### config.mk
export PLATFORM = sky130hd
export DESIGN_NAME = mem_port_arbiter_flat
export DESIGN_NICKNAME = d
export VERILOG_FILES = /design/src/rtl/mem_port_arbiter_if.sv /design/src/rtl/mem_port_arbiter.sv /design/src/flat_wrapper.sv
export SDC_FILE = /design/constraint.sdc
export NUM_CORES = 1
export LEC_CHECK = 0
export BUFFER_PORTS_ARGS = -buffer_cell sky130_fd_sc_hd__buf_2
export CAP_MARGIN = 20
export CORE_MARGIN = 4
export CORE_UTILIZATION = 38
export DETAILED_ROUTE_END_ITERATION = 16
export HOLD_SLACK_MARGIN = 0.12
export PLACE_DENSITY = 0.78
export SKIP_LAST_GASP = 1
export SLEW_MARGIN = 15
export SYNTH_ARGS = -nofsm -noshare
export SYNTH_HDL_FRONTEND = slang
export SYNTH_SLANG_ARGS = --single-unit
### constraint.sdc
create_clock -name Clk -period 2.5 [get_ports Clk]
set_clock_uncertainty 0.15 [all_clocks]
set_input_delay 0.5 -clock Clk [delete_from_list [all_inputs] [get_ports Clk]]
set_output_delay 0.5 -clock Clk [all_outputs]
set_load 0.01 [all_outputs]
### src/rtl/mem_port_arbiter_if.sv
// Bundle of the IF-stage, MEM-stage and unified-memory signals around mem_port_arbiter.
// slave = arbiter view; master = pipeline/memory (environment) view.
interface mem_port_arbiter_if;
  logic        IFReq;
  logic [31:0] IFAddr;
  logic [31:0] IFRData;
  logic        IFDone;
  logic        IFStall;
  logic        MemReadM;
  logic        MemWriteM;
  logic [31:0] MemAddrM;
  logic [31:0] MemWDataM;
  logic [31:0] MemRDataM;
  logic        MemDone;
  logic        MemStall;
  logic        MemEn;
  logic        MemWe;
  logic [31:0] MemAddr;
  logic [31:0] MemWData;
  logic [31:0] MemRData;

  modport slave (
    input  IFReq, IFAddr, MemReadM, MemWriteM, MemAddrM, MemWDataM, MemRData,
    output IFRData, IFDone, IFStall, MemRDataM, MemDone, MemStall,
           MemEn, MemWe, MemAddr, MemWData
  );

  modport master (
    output IFReq, IFAddr, MemReadM, MemWriteM, MemAddrM, MemWDataM, MemRData,
    input  IFRData, IFDone, IFStall, MemRDataM, MemDone, MemStall,
           MemEn, MemWe, MemAddr, MemWData
  );
endinterface

### src/rtl/mem_port_arbiter.sv
// Arbitrates one single-port memory between IF fetches and MEM loads/stores (MEM has priority).
// Optional macro ARB_STARVE_GUARD_EN adds a consecutive-MEM-grant limit so IF cannot starve.
module mem_port_arbiter #(
`ifdef ARB_STARVE_GUARD_EN
  parameter int unsigned MAX_MEM_GRANTS = 4,
`endif
  parameter int unsigned LATENCY = 2
) (
  input  logic              Clk,
  input  logic              Reset,
  mem_port_arbiter_if.slave bus
);

  localparam int unsigned CNT_W  = 4;
  localparam int unsigned DATA_W = 32;

  typedef enum logic [1:0] {IDLE, ISSUE, WAIT, DONE} state_t;
  typedef enum logic [1:0] {OWN_NONE, OWN_IF, OWN_MEM} owner_t;

  state_t              state_q, state_d;
  owner_t              owner_q, owner_d;
  logic [CNT_W-1:0]    count_q, count_d;
  logic                mem_en_q, mem_en_d;
  logic                mem_we_q, mem_we_d;
  logic [DATA_W-1:0]   mem_addr_q, mem_addr_d;
  logic [DATA_W-1:0]   mem_wdata_q, mem_wdata_d;

  logic                mem_req;
  logic                grant_mem;
  logic                grant_if;
  logic                done_if;
  logic                done_mem;
  logic [DATA_W-1:0]   rdata_sel;

  assign mem_req = bus.MemReadM | bus.MemWriteM;

`ifdef ARB_STARVE_GUARD_EN
  logic [CNT_W-1:0]    starve_q, starve_d;
  logic                starved;

  // After MAX_MEM_GRANTS back-to-back MEM wins with IF waiting, IF takes the next slot.
  assign starved   = bus.IFReq && (starve_q >= CNT_W'(MAX_MEM_GRANTS));
  assign grant_mem = mem_req && !starved;

  always_comb begin
    starve_d = starve_q;
    if (state_q == IDLE) begin
      if (!bus.IFReq || grant_if) begin
        starve_d = '0;
      end else if (grant_mem && (starve_q != '1)) begin
        starve_d = starve_q + CNT_W'(1);
      end
    end
  end

  always_ff @(posedge Clk or posedge Reset) begin
    if (Reset) starve_q <= '0;
    else       starve_q <= starve_d;
  end
`else
  assign grant_mem = mem_req;
`endif

  assign grant_if = bus.IFReq && !grant_mem;

  // State and datapath registers
  always_ff @(posedge Clk or posedge Reset) begin
    if (Reset) begin
      state_q     <= IDLE;
      owner_q     <= OWN_NONE;
      count_q     <= '0;
      mem_en_q    <= 1'b0;
      mem_we_q    <= 1'b0;
      mem_addr_q  <= '0;
      mem_wdata_q <= '0;
    end else begin
      state_q     <= state_d;
      owner_q     <= owner_d;
      count_q     <= count_d;
      mem_en_q    <= mem_en_d;
      mem_we_q    <= mem_we_d;
      mem_addr_q  <= mem_addr_d;
      mem_wdata_q <= mem_wdata_d;
    end
  end

  // Next-state: the strobe is set on grant so MemEn is high exactly during ISSUE
  always_comb begin
    state_d     = state_q;
    owner_d     = owner_q;
    count_d     = count_q;
    mem_en_d    = 1'b0;
    mem_we_d    = mem_we_q;
    mem_addr_d  = mem_addr_q;
    mem_wdata_d = mem_wdata_q;
    unique case (state_q)
      IDLE: begin
        owner_d = OWN_NONE;
        if (grant_mem) begin
          owner_d     = OWN_MEM;
          mem_en_d    = 1'b1;
          mem_we_d    = bus.MemWriteM;
          mem_addr_d  = bus.MemAddrM;
          mem_wdata_d = bus.MemWDataM;
          state_d     = ISSUE;
        end else if (grant_if) begin
          owner_d    = OWN_IF;
          mem_en_d   = 1'b1;
          mem_we_d   = 1'b0;
          mem_addr_d = bus.IFAddr;
          state_d    = ISSUE;
        end
      end
      ISSUE: begin
        if (mem_we_q) begin
          state_d = DONE;
        end else begin
          count_d = CNT_W'(LATENCY - 1);
          state_d = (LATENCY == 1) ? DONE : WAIT;
        end
      end
      WAIT: begin
        count_d = count_q - CNT_W'(1);
        if (count_q == CNT_W'(1)) state_d = DONE;
      end
      DONE: begin
        owner_d = OWN_NONE;
        state_d = IDLE;
      end
      default: state_d = IDLE;
    endcase
  end

  // Completion: a withdrawn request suppresses its Done and drops the data
  always_comb begin
    done_if   = 1'b0;
    done_mem  = 1'b0;
    rdata_sel = mem_we_q ? '0 : bus.MemRData;
    if (state_q == DONE) begin
      done_if  = (owner_q == OWN_IF)  && bus.IFReq;
      done_mem = (owner_q == OWN_MEM) && mem_req;
    end
  end

  assign bus.IFDone    = done_if;
  assign bus.MemDone   = done_mem;
  assign bus.IFRData   = done_if  ? rdata_sel : '0;
  assign bus.MemRDataM = done_mem ? rdata_sel : '0;
  assign bus.IFStall   = bus.IFReq & ~done_if;
  assign bus.MemStall  = mem_req & ~done_mem;
  assign bus.MemEn     = mem_en_q;
  assign bus.MemWe     = mem_we_q;
  assign bus.MemAddr   = mem_addr_q;
  assign bus.MemWData  = mem_wdata_q;

endmodule

### src/flat_wrapper.sv
// flat-port wrapper written by rule: the top's interface ports become plain ports
module mem_port_arbiter_flat 
#(

  parameter int unsigned LATENCY = 2
)
  (Clk, Reset, bus_IFReq, bus_IFAddr, bus_MemReadM, bus_MemWriteM, bus_MemAddrM, bus_MemWDataM, bus_MemRData, bus_IFRData, bus_IFDone, bus_IFStall, bus_MemRDataM, bus_MemDone, bus_MemStall, bus_MemEn, bus_MemWe, bus_MemAddr, bus_MemWData);
  mem_port_arbiter_if bus_i ();
  input  logic Clk;
  input  logic Reset;
  input wire logic [$bits(bus_i.IFReq)-1:0] bus_IFReq;
  input wire logic [$bits(bus_i.IFAddr)-1:0] bus_IFAddr;
  input wire logic [$bits(bus_i.MemReadM)-1:0] bus_MemReadM;
  input wire logic [$bits(bus_i.MemWriteM)-1:0] bus_MemWriteM;
  input wire logic [$bits(bus_i.MemAddrM)-1:0] bus_MemAddrM;
  input wire logic [$bits(bus_i.MemWDataM)-1:0] bus_MemWDataM;
  input wire logic [$bits(bus_i.MemRData)-1:0] bus_MemRData;
  output wire logic [$bits(bus_i.IFRData)-1:0] bus_IFRData;
  output wire logic [$bits(bus_i.IFDone)-1:0] bus_IFDone;
  output wire logic [$bits(bus_i.IFStall)-1:0] bus_IFStall;
  output wire logic [$bits(bus_i.MemRDataM)-1:0] bus_MemRDataM;
  output wire logic [$bits(bus_i.MemDone)-1:0] bus_MemDone;
  output wire logic [$bits(bus_i.MemStall)-1:0] bus_MemStall;
  output wire logic [$bits(bus_i.MemEn)-1:0] bus_MemEn;
  output wire logic [$bits(bus_i.MemWe)-1:0] bus_MemWe;
  output wire logic [$bits(bus_i.MemAddr)-1:0] bus_MemAddr;
  output wire logic [$bits(bus_i.MemWData)-1:0] bus_MemWData;
  assign bus_i.IFReq = bus_IFReq;
  assign bus_i.IFAddr = bus_IFAddr;
  assign bus_i.MemReadM = bus_MemReadM;
  assign bus_i.MemWriteM = bus_MemWriteM;
  assign bus_i.MemAddrM = bus_MemAddrM;
  assign bus_i.MemWDataM = bus_MemWDataM;
  assign bus_i.MemRData = bus_MemRData;
  assign bus_IFRData = bus_i.IFRData;
  assign bus_IFDone = bus_i.IFDone;
  assign bus_IFStall = bus_i.IFStall;
  assign bus_MemRDataM = bus_i.MemRDataM;
  assign bus_MemDone = bus_i.MemDone;
  assign bus_MemStall = bus_i.MemStall;
  assign bus_MemEn = bus_i.MemEn;
  assign bus_MemWe = bus_i.MemWe;
  assign bus_MemAddr = bus_i.MemAddr;
  assign bus_MemWData = bus_i.MemWData;
  mem_port_arbiter #(.LATENCY(LATENCY)) u_core (.Clk(Clk), .Reset(Reset), .bus(bus_i));
endmodule
---- Yosys cells after proc, flatten, opt, wreduce, memory -nomap -nowiden ----
Cells that the tools add are included.
storage, ports and cells
  register bits ........................... 74
  input bits .............................. 133
  output and inout port bits .............. 134
  word-level logic and storage cells ...... 56
operators by class
  add/sub/neg operators ................... 1
  eq/ne operators ......................... 9
  muxes and demuxes ....................... 22
  bitwise gates (word level) .............. 5
  reduce and logical (&&, ||, !) cells .... 12
operators by type and width
  kind                                                                     number
  32-bit two-way mux                                                       5
  1-bit two-way mux                                                        9
  2-bit two-way mux                                                        4
  2-bit case mux with 4 select lines                                       1
  4-bit case mux with 2 select lines                                       1
  2-bit AND reduction                                                      4
  2-bit equality test, second input constant                               3
  2-bit nonzero test                                                       3
  2-bit by 1-bit equality test with 1-bit output, second input constant    2
  4-bit by 1-bit equality test with 1-bit output, second input constant    1
  4-bit two-way mux                                                        1
  2-bit case mux with 2 select lines                                       1
  4-bit by 1-bit subtractor with 4-bit output, second input constant       1
  1-bit logical AND                                                        3
  3-bit by 1-bit inequality test with 1-bit output, second input constant  1
  1-bit bitwise AND                                                        2
  2-bit zero test                                                          1
  2-bit by 1-bit inequality test with 1-bit output, second input constant  1
  2-bit inequality test, second input constant                             1
  1-bit inverter                                                           2
  1-bit zero test                                                          1
  1-bit OR                                                                 1

---- Logic depth before layout (Yosys ltp) ----
  depth in word-level cells ............... 6
  mapped depth ............................ 7
  gate-level depth less buffers ........... 5

---- Worst setup path after synthesis ----
No wires, ideal clock.
  path kind ............................... register to output
  start point ............................. reg u_core.state_q[0]
  end point ............................... out bus_MemDone
  data arrival time ....................... 1.389 ns
  required time ........................... 1.850 ns
  path slack .............................. 0.461 ns
  stages on the path, launching flop included .. 6
  path buffers ............................ 1
  cell sequence ........................... dfrtp_1 > ha_1 > and3b_1 > o21ai_1 > clkbuf_1 > inv_1
on the way
  word-level cells in the longest chain between the ends .. 2
ends and longest elaborated chain
  element                 RTL line                 source
  start, declared         mem_port_arbiter.sv:20   state_t state_q, state_d;
  start signal, assigned  mem_port_arbiter.sv:77   state_q <= state_d;
  2-bit equality test     mem_port_arbiter.sv:139  if (state_q == DONE) begin
  1-bit two-way mux       mem_port_arbiter.sv:139
  end, declared           flat_wrapper.sv:22       output wire logic [$bits(bus_i.MemDone)-1:0] bus_MemDone;
No other way between the ends.

---- Final worst setup path ----
  start point ............................. reg u_core.state_q[1]
  end point ............................... out bus_MemRDataM[2]
on the way
  word-level cells in the longest chain between the ends .. 3
ends and longest elaborated chain
  element              RTL line                 source
  2-bit equality test  mem_port_arbiter.sv:139
  1-bit two-way mux    mem_port_arbiter.sv:139
  32-bit two-way mux   mem_port_arbiter.sv:148  assign bus.MemRDataM = done_mem ? rdata_sel : '0;
  end, declared        flat_wrapper.sv:21       output wire logic [$bits(bus_i.MemRDataM)-1:0] bus_MemRDataM;
No other way between the ends.

==> metrics.md <==
| Metric | Value |
|---|---|
| Tcrit/Tclk final | `95.6%` |
| Mapped Area | `3800 µm²` |
| DR WL/cell | `13.7 µm` |
| #FFs+latches synth | `74` |
| Final wirelength | `10.6 mm` |
| Psw | `0.00232 W` |
| Post-synthesis sequential area ratio | `48.7%` |
| Gate power share | `46.6%` |
| Layout cells sized above 1 | `46.9%` |
| Diode count | `0` |
| Outcome | `completed` |
| DR iter-0 viols | `232` |
| Sw Share | `40.3%` |
| Die width | `108 µm` |
| Crit-path cells | `ha_1 -> and3b_1 -> o21ai_2 -> buf_12 -> nor2_1 -> buf_2` |
| Synth Instances | `376` |
| CTS max path bufs | `2` |
| Postcts setup bufs | `0` |
| Leading cell type in the layout, fill and taps excluded | `buf_2` |
| Worst Hold Class | `in2reg` |
| Crit Path Max Fanout | `33` |
| Sequential Area | `1850 µm²` |
| Synthesis Warnings | `0` |
| Post-layout util | `55.8%` |
| Setup TNS | `0 ps` |
| Avg Cell Area, Syn | `10.1 µm²` |
| EDFF count, synth | `0` |
| Fin. Hold Viols | `0` |
| Hpwl dp | `8.60 mm` |
| Fmax | `0.418 GHz` |
| Post-Syn Nets | `516` |
| Commonest cells after routing, fill and taps aside | `buf_2 (266), dfrtp_1 (74), nor2_1 (67), nand2_1 (39), mux2i_1 (34)` |
| Clk pin slew, worst setup/hold paths | `90 ps` |
| Number of max-cap violations | `0` |
| Internal power | `0.00344 W` |
| CP Class | `reg2out` |
| Final Setup Violations | `0` |
| Routed Antenna Nets | `0` |
| Share of async-settable or async-resettable flops after synthesis | `100%` |
| NumNets Final | `777` |
| Peak VDD IR | `0.481 mV` |
| Via count | `3569` |
| Clock sink total | `74` |
| Fin crit period | `2390 ps` |
| Leakage | `2.97 nW` |
| DR pass1 iterations | `4` |
| Layout overhead on the synthesized area | `43.4%` |
| H-tree levels | `3` |
| CP Launch Type | `flip-flop` |
| Gr ovfl total | `0` |
| Total core area | `9770 µm²` |
| Drt drc | `0` |
| Row cnt | `36` |
| Power density cells | `1060 nW/µm²` |
| Root Driver | `clkbuf_8` |
| Final Non-Filler Cells | `775` |
| GRT Util Overall | `17.6%` |
| Area of the multi-input gates | `1770 µm²` |
| CP arrival | `1740 ps` |
| Clock latency at the later pin of the worst-skew pair | `340 ps` |
| Worst endpoint required time | `1850 ps` |
| Initial Util | `38.9%` |
| I/O Buffers | `266` |
| Placer Congestion | `0.752` |
| First-pass GRT wire length | `16.5 mm` |
| CP max stage delay | `430 ps` |
| Pin slew with the least headroom to its limit | `884 ps` |
| IO Count | `267` |
| Max Slew Vio Count | `0` |
| Die ar. | `11700 µm²` |
| Fillers | `906` |
| Clock share of power | `15.5%` |
| CP Capture Type | `output pin` |
| Cell variety after synth | `36` |
| Reg power frac | `37.9%` |
| Largest net degree at the start of global routing | `67` |
| Top_reg_cell synth | `dfrtp_1` |
| Drt via density | `4.61` |
| RSZ-0062 raised after global routing | `no` |
| Cts bufs inserted | `9` |
| Critical path's slowest cell | `dfrtp_1` |
| Die height | `108 µm` |
| Rel. slew slack | `41.1%` |
| Initial antenna violation count | `0` |
| TritonCTS clock tree | `yes` |
| Cell Count Post-Placement | `758` |
| Vias in the first global route | `3553` |
area by class of cell:
class                      instances  share of cell area (%)
tap                              133                    3.05
sequential                        74                    33.9
clock buffer                       9                    2.27
multi-input combinational        269                    32.5
inverter                           9                   0.688
clock inverter                     7                    1.24
timing repair buffer             274                    26.3
power by group through the flow:
| stage | Sequential, W | Clock, W | Combinational (W) |
|---|---|---|---|
| floorplan | 0.00238 | 0 | 0.00149 |
| global placement | 0.00216 | 0 | 0.00260 |
| detailed placement | 0.00220 | 0 | 0.00273 |
| CTS | 0.00219 | 0.000932 | 0.00273 |
| global route | 0.00227 | 0.000991 | 0.00299 |
| finish | 0.00218 | 0.000895 | 0.00269 |
registers in the layout (all words and copies together) (netlist names):
| signal | flops |
|---|---|
| u_core.bus.MemWData | 32 |
| u_core.owner_q | 2 |
| u_core.state_q | 2 |
| u_core.bus.MemAddr | 32 |
| u_core.bus.MemWe | 1 |
| u_core.bus.MemEn | 1 |
| u_core.count_q | 4 |
critical path, delay by kind of cell, from the launching register on:
family	cells	cell delay [ps]
fa+ha+maj	1	250
compound gates	1	80
simple gates	2	330
buf+inv	2	310
flops	1	430
cell families (layout without fill, tap and decap cells):
kind of cell / after synthesis / count (layout) / share of synthesized area [%]
AND/OR/NAND/NOR: 150 / 150 / 18.1
flip-flops: 74 / 74 / 48.7
multiplexers: 67 / 67 / 18.8
AO/OA/AOI/OAI: 45 / 45 / 7.27
buffers and inverters: 33 / 299 / 4.83
adder cells (fa/ha/maj): 7 / 7 / 2.30
through the flow:
| step | worst slack [ps] | power, W | cell area (µm²) | hold WS (ps) |
|---|---|---|---|---|
| 2_1_floorplan | 461 | 0.00387 | 3810 | 307 |
| 6_report | 110 | 0.00576 | 5460 | 207 |
| 4_1_cts | 66.2 | 0.00585 | 5440 | 192 |
| 3_5_place_dp | 374 | 0.00493 | 5240 | 320 |
| 3_3_place_gp | 445 | 0.00476 | 5240 | 316 |
| 5_1_grt | 8.72 | 0.00626 | 5460 | 185 |
routing by layer:
layer	global-route usage, %	vias up	wire length (µm)
met5	0	-	0
met4	4.69	0	99
met3	4.42	11	832
met2	32.5	148	5580
met1	20.1	1638	4130
li1	-	1772	-
worst paths after layout:
check | endpoint | startpoint | depth (start not counted) | slack [ps]
min in group asynchronous | u_core.bus.MemWData[3] | Reset | 3 | 560
worst min-delay path | u_core.bus.MemWData[24] | bus_MemWDataM[24] | 2 | 210
max in group asynchronous | u_core.bus.MemAddr[12] | Reset | 4 | 890
worst min register to register | u_core.bus.MemAddr[19] | u_core.bus.MemAddr[19] | 2 | 340
worst max-delay path | bus_MemRDataM[2] | u_core.state_q[1] | 6 | 110
worst max register to register | u_core.bus.MemWData[12] | u_core.state_q[0] | 5 | 540
synthesized netlist by cell type (2+ instances only):
master,count,share of area (%)
buf_6,4,1.2
nor2_1,67,6.6
mux2_2,2,0.59
buf_2,3,0.39
mux2i_1,34,8.9
ha_1,7,2.3
buf_4,7,1.4
o21ai_0,2,0.26
dfrtp_1,74,49
clkbuf_1,10,0.99
nor3_1,2,0.26
mux2_1,30,8.9
o21ai_1,33,4.3
nand2b_1,32,5.3
nand2_1,39,3.8
inv_1,9,0.89
and3_1,2,0.33
repair_timing:
action	CTS	global route
endpoints found under the setup margin	1	34
hold buffers	1	0
pin swaps	0	0
endpoints found under the hold margin	18	0
resized for setup	1	3
Note: power is estimated with default switching activity, not from simulation.
